## config.mk

```make
export PLATFORM = sky130hd
export DESIGN_NAME = sram_arbiter
export DESIGN_NICKNAME = d
export VERILOG_FILES = /design/src/rtl/sram_arb_pkg.sv /design/src/rtl/sram_arb_pick.sv /design/src/rtl/sram_arbiter.sv
export SDC_FILE = /design/constraint.sdc
export NUM_CORES = 1
export LEC_CHECK = 0
export ABC_AREA = 0
export CORE_AREA = 2 2 74 146
export DETAILED_ROUTE_END_ITERATION = 7
export DIE_AREA = 0 0 76 148
export DONT_BUFFER_PORTS = 1
export PLACE_DENSITY_LB_ADDON = 0.3
export SLEW_MARGIN = 20
export SYNTH_ARGS = -nofsm -noshare
export SYNTH_HDL_FRONTEND = slang
export SYNTH_SLANG_ARGS = --single-unit
```

## constraint.sdc

```tcl
create_clock -name clk -period 2.35 [get_ports clk]
set_input_delay 0.3525 -clock clk [delete_from_list [all_inputs] [get_ports clk]]
set_output_delay 0.3525 -clock clk [all_outputs]
set_load 0.02 [all_outputs]
```

## src/rtl/sram_arb_pkg.sv

```systemverilog
// Shared types for the SRAM arbiter: access FSM encoding and an index-width helper.
package sram_arb_pkg;

   typedef enum logic [2:0] {
      IDLE     = 3'd0,
      RD       = 3'd1,
      WR_SETUP = 3'd2,
      WR_PULSE = 3'd3,
      WR_HOLD  = 3'd4,
      ACK      = 3'd5
   } state_t;

   function automatic int idx_w(input int n);
      return (n > 1) ? $clog2(n) : 1;
   endfunction

endpackage

```

## src/rtl/sram_arb_pick.sv

```systemverilog
// Winner selection: scans requesters starting at ptr and returns the first one found.
module sram_arb_pick
   import sram_arb_pkg::*;
#(
   parameter int NUM_PORTS = 2,
   parameter int IDX_W     = 1
) (
   input  logic [NUM_PORTS-1:0] req,
   input  logic [IDX_W-1:0]     ptr,
   output logic [NUM_PORTS-1:0] grant,
   output logic [IDX_W-1:0]     idx,
   output logic                 valid
);

   int               p;
   logic [IDX_W-1:0] pi;

   // ptr == 0 degenerates to fixed lowest-index priority
   always_comb begin
      grant = '0;
      idx   = '0;
      valid = 1'b0;
      p     = 0;
      pi    = '0;
      for (int i = 0; i < NUM_PORTS; i++) begin
         p = int'(ptr) + i;
         if (p >= NUM_PORTS) p = p - NUM_PORTS;
         pi = IDX_W'(p);
         if (!valid && req[pi]) begin
            valid     = 1'b1;
            idx       = pi;
            grant[pi] = 1'b1;
         end
      end
   end

endmodule

```

## src/rtl/sram_arbiter.sv

```systemverilog
// Multi-port asynchronous SRAM arbiter with strobe timing FSM.
// Define ROUND_ROBIN_EN for round-robin arbitration; default is fixed priority (port 0 highest).
module sram_arbiter
   import sram_arb_pkg::*;
#(
   parameter int NUM_PORTS   = 2,
   parameter int ADDR_W      = 20,
   parameter int DATA_W      = 32,
   parameter int WAIT_CYCLES = 2
) (
   input  logic                            clk,
   input  logic                            rst,
   input  logic [NUM_PORTS-1:0]            req,
   input  logic [NUM_PORTS-1:0]            we,
   input  logic [NUM_PORTS*ADDR_W-1:0]     addr,
   input  logic [NUM_PORTS*DATA_W-1:0]     wdata,
   input  logic [NUM_PORTS*(DATA_W/8)-1:0] be,
   output logic [NUM_PORTS-1:0]            ack,
   output logic [DATA_W-1:0]               rdata,
   output logic [ADDR_W-1:0]               sram_addr,
   output logic [DATA_W/8-1:0]             sram_be_n,
   output logic                            sram_ce_n,
   output logic                            sram_oe_n,
   output logic                            sram_we_n,
   output logic [DATA_W-1:0]               sram_dout,
   output logic                            sram_dout_en,
   input  logic [DATA_W-1:0]               sram_din
);

   localparam int BE_W  = DATA_W / 8;
   localparam int IDX_W = idx_w(NUM_PORTS);
   localparam int CNT_W = $clog2(WAIT_CYCLES + 1);

   state_t               state, next_state;
   logic [CNT_W-1:0]     cnt;
   logic [IDX_W-1:0]     ptr, win_idx;
   logic [NUM_PORTS-1:0] grant, gnt_q;
   logic                 win_valid, last_beat;
   logic [ADDR_W-1:0]    addr_q;
   logic [DATA_W-1:0]    wdata_q;
   logic [BE_W-1:0]      be_q;

   sram_arb_pick #(.NUM_PORTS(NUM_PORTS), .IDX_W(IDX_W)) u_pick (
      .req   (req),
      .ptr   (ptr),
      .grant (grant),
      .idx   (win_idx),
      .valid (win_valid)
   );

   assign last_beat = (cnt == CNT_W'(WAIT_CYCLES - 1));
   assign sram_addr = addr_q;
   assign sram_dout = wdata_q;

   always_comb begin
      next_state   = state;
      ack          = '0;
      sram_ce_n    = 1'b1;
      sram_oe_n    = 1'b1;
      sram_we_n    = 1'b1;
      sram_be_n    = '1;
      sram_dout_en = 1'b0;
      case (state)
         IDLE: if (win_valid) next_state = we[win_idx] ? WR_SETUP : RD;
         RD: begin
            sram_ce_n = 1'b0;
            sram_oe_n = 1'b0;
            sram_be_n = ~be_q;
            if (last_beat) next_state = ACK;
         end
         WR_SETUP: begin
            sram_ce_n    = 1'b0;
            sram_be_n    = ~be_q;
            sram_dout_en = 1'b1;
            next_state   = WR_PULSE;
         end
         WR_PULSE: begin
            sram_ce_n    = 1'b0;
            sram_we_n    = 1'b0;
            sram_be_n    = ~be_q;
            sram_dout_en = 1'b1;
            if (last_beat) next_state = WR_HOLD;
         end
         WR_HOLD: begin
            sram_ce_n    = 1'b0;
            sram_be_n    = ~be_q;
            sram_dout_en = 1'b1;
            next_state   = ACK;
         end
         ACK: begin
            ack        = gnt_q;
            next_state = IDLE;
         end
         default: next_state = IDLE;
      endcase
   end

   always_ff @(posedge clk or negedge rst) begin
      if (!rst) begin
         state   <= IDLE;
         cnt     <= '0;
         ptr     <= '0;
         rdata   <= '0;
         gnt_q   <= '0;
         addr_q  <= '0;
         wdata_q <= '0;
         be_q    <= '0;
      end else begin
         state <= next_state;
         if (state == RD || state == WR_PULSE)
            cnt <= last_beat ? '0 : cnt + CNT_W'(1);
         if (state == RD && last_beat)
            rdata <= sram_din;
         if (state == IDLE && win_valid) begin
            gnt_q   <= grant;
            addr_q  <= addr[win_idx*ADDR_W +: ADDR_W];
            wdata_q <= wdata[win_idx*DATA_W +: DATA_W];
            be_q    <= be[win_idx*BE_W +: BE_W];
`ifdef ROUND_ROBIN_EN
            ptr <= (win_idx == IDX_W'(NUM_PORTS - 1)) ? '0 : win_idx + IDX_W'(1);
`endif
         end
      end
   end

endmodule

```

==> impl_metrics.py <==
metrics = {
    "clock_tree": {
        "cts_tree": "done",
        "cts-htree-levels": 3,
        "clkTransAtPathRegs_ns": 0.07,
        "cts_setup_buffers": 0,
        "cts-root-buf": "clkbuf_16",
        "cts_buffers": 9,
        "clock_sinks": 94,
        "clock_latency_ns": 0.33,
        "cts_max_path_buffers": 2,
    },
    "placed_design": {
        "postPlaceCellArea_sq_um": 4520,
        "dp_hpwl_mm": 6.62,
        "io_buffers": 0,
        "place_congestion": 0.790,
    },
    "global_route": {
        "overflow": 0,
        "grt_pass1_vias": 2509,
        "grt_max_degree": 95,
        "grt_pass1_wl_mm": 13.4,
        "globalRouteTotalUtil": 0.154,
        "antenna_found_initial": 0,
    },
    "drt": {
        "wl_per_cell_um": 20.2,
        "drt-vias-per-instance": 5.50,
        "vias": 2375,
        "drc": 0,
        "drt_iter0_drc": 36,
        "drt-total-wl_mm": 8.73,
        "ant_nets": 0,
        "first_pass_iters": 4,
    },
    "finish": {
        "synthToLayoutAreaGrowth_pct": 8.84,
        "final_core_util": 0.480,
        "design_area_sq_um": 4840,
        "fin_nets": 442,
        "drive_above_1_share": 0.569,
        "diodes": 0,
    },
    "yosys": {
        "yosys_warnings": 1,
        "synth.net_count": 443,
        "yosysUniqueCellTypes": 27,
        "synth_seq_area_share": 0.529,
        "synth-main-ff-cell": "dfrtp_1",
        "synth_commonest_cells": "114 x mux2_2, 94 x dfrtp_1, 30 x mux2_4",
        "syn_avg_cell_area_sq_um": 15.2,
        "yosys_register_bits": 94,
        "netlist.area_leader.share": 0.529,
        "synth_area_leaders": "dfrtp_1 53%, mux2_2 29%, mux2_4 10%, buf_12 1.4%, buf_4 0.84%",
        "yosys.area.top_type": "dfrtp_1",
        "synth_most_common_cell": "mux2_2",
        "synth_async_sr_flop_share": 1.00,
        "syn_inst": 293,
        "synth_area_sq_um": 4440,
        "synth-edff-count": 0,
    },
    "timing": {
        "skew_ns": 0.00797,
        "fin_crit_ns": 2.03,
        "finalHoldViolCount": 94,
        "fin_hold_ws_ns": -0.298,
        "setup_tns_ns": 0,
        "slew_violations": 0,
        "finalSetupViolCount": 0,
        "fin_crit_sh": 0.866,
        "tightest_slew_ns": 0.665,
        "max_freq_ghz": 0.492,
        "relSlewSlack": 0.553,
        "grt_setup_unrepaired": "no",
    },
    "die": {
        "die_y_um": 148,
        "core.rowCount": 52,
        "ioPinCount": 244,
        "die_x_um": 76,
        "core_sq_um": 10100,
        "die_area_sq_um": 11200,
        "initial_core_util": 0.441,
    },
    "power": {
        "ir_worst_vdd_v": 0.000772,
        "powerDensity_nw_per_um2": 1600,
        "p_leak_nw": 2.12,
        "power.total_mw": 7.74,
    },
    "worst_setup_path": {
        "crit_family": "simple AND/OR/NAND/NOR gates",
        "slowest_stage": "dfrtp_1",
        "cp.arrival_ns": 1.68,
        "crit_fanout": 8,
        "required_ns": 2.00,
        "max_stage_delay_ns": 0.46,
        "cp-start-kind": "flip-flop",
        "setup.worst_path.class": "reg -> out",
        "end_kind": "output pin",
        "cp_num_buf_inv": 1,
        "crit_chain": "nor3_1 > buf_4 > nor2_1 > nand2_1",
    },
    "flow_run": {
        "cap_violations": 0,
    },
    "run_status": {
        "outcome": "complete, but fails checks",
        "violations": "hold timing",
    },
    "min_path": {
        "hold_class": "in -> async",
    },
}
## power by group
group / total, mW / internal (mW) / switching, mW
Sequential: 4.03 / 2.46 / 1.57
Clock: 1.50 / 0.892 / 0.605
Combinational: 2.21 / 1.36 / 0.854
Total: 7.74 / 4.71 / 3.03
## routing by layer
| metal | vias to the layer above | track usage | share of wire |
|---|---|---|---|
| met2 | 127 | 0.287 | 0.57 |
| met4 | 0 | 0.0727 | 0.026 |
| met1 | 1201 | 0.151 | 0.33 |
| met3 | 17 | 0.0501 | 0.068 |
| met5 | - | 0 | 0 |
| li1 | 1030 | - | - |
## layout by cell type, fill, tap and decap left out
| cell | count |
|---|---|
| mux2_4 | 30 |
| inv_1 | 3 |
| bufinv_16 | 1 |
| a21boi_0 | 1 |
| nand2b_2 | 1 |
| inv_6 | 2 |
| clkbuf_16 | 9 |
| nor3_1 | 2 |
| mux2_2 | 114 |
| clkinvlp_4 | 1 |
| xnor2_1 | 1 |
| or3b_1 | 1 |
| nor2_1 | 4 |
| a21oi_1 | 3 |
| conb_1 | 1 |
| clkinv_4 | 1 |
| buf_4 | 5 |
| o32ai_1 | 1 |
| or2b_1 | 1 |
| nand2_1 | 8 |
| o21a_1 | 1 |
| o311a_1 | 1 |
| nand2b_1 | 3 |
| and3b_1 | 1 |
| or2_2 | 1 |
| o21a_2 | 1 |
| buf_12 | 1 |
| dfrtp_1 | 94 |
| clkbuf_8 | 2 |
| o21ai_0 | 1 |
| a211oi_1 | 1 |
## what timing repair did
action	4_1_cts	5_1_grt
endpoints found under the setup margin	0	0
hold endpoints to repair	94	94
resized for setup	0	0
## flip-flops by register name, indices dropped and copies added (netlist names)
signal,count
be_q,4
cnt,2
gnt_q,1
rdata,32
sram_addr,20
sram_dout,32
state,3
## cells by family after synthesis
| logic type | count (synthesis) | synth area share |
|---|---|---|
| AOI/OAI and AO/OA | 10 | 0.0155 |
| xor gates and xnor gates | 1 | 0.00197 |
| buffers and inverters | 21 | 0.0372 |
| DFF | 94 | 0.529 |
| muxes | 144 | 0.390 |
| other | 1 | 0.000844 |
| and+or+nand+nor | 22 | 0.0251 |
## path summary, 6_finish.rpt
check	from	endpoint	slack, ns	cells after the start
worst max-delay path	state[1]	sram_be_n[0]	0.32	4
worst min-delay path	rst	sram_addr[16]	-0.30	0
worst max register to register	state[1]	rdata[10]	0.37	4
worst min register to register	cnt[0]	cnt[0]	0.50	1
max in group asynchronous	rst	cnt[1]	2.46	0
min in group clk	req[0]	gnt_q[1]	0.10	1
## stage by stage
| step | instances | worst slack (ns) |
|---|---|---|
| final | 432 | 0.316 |
| after global routing | 432 | 0.213 |
| after CTS | 432 | 0.285 |
| after detailed placement | 416 | 0.378 |
| after global placement | 416 | 0.440 |
| after floorplan | 293 | 0.459 |
## cell type report
cell class | instances | area [sq um]
Tap cell | 135 | 169
Inverter | 3 | 11.3
Fill cell | 887 | 5250
Clock inverter | 5 | 63.8
Sequential cell | 94 | 2350
Timing Repair Buffer | 6 | 57.6
Multi-Input combinational cell | 178 | 1930
Clock buffer | 11 | 253
No activity file was read; power rests on OpenSTA's default activity.
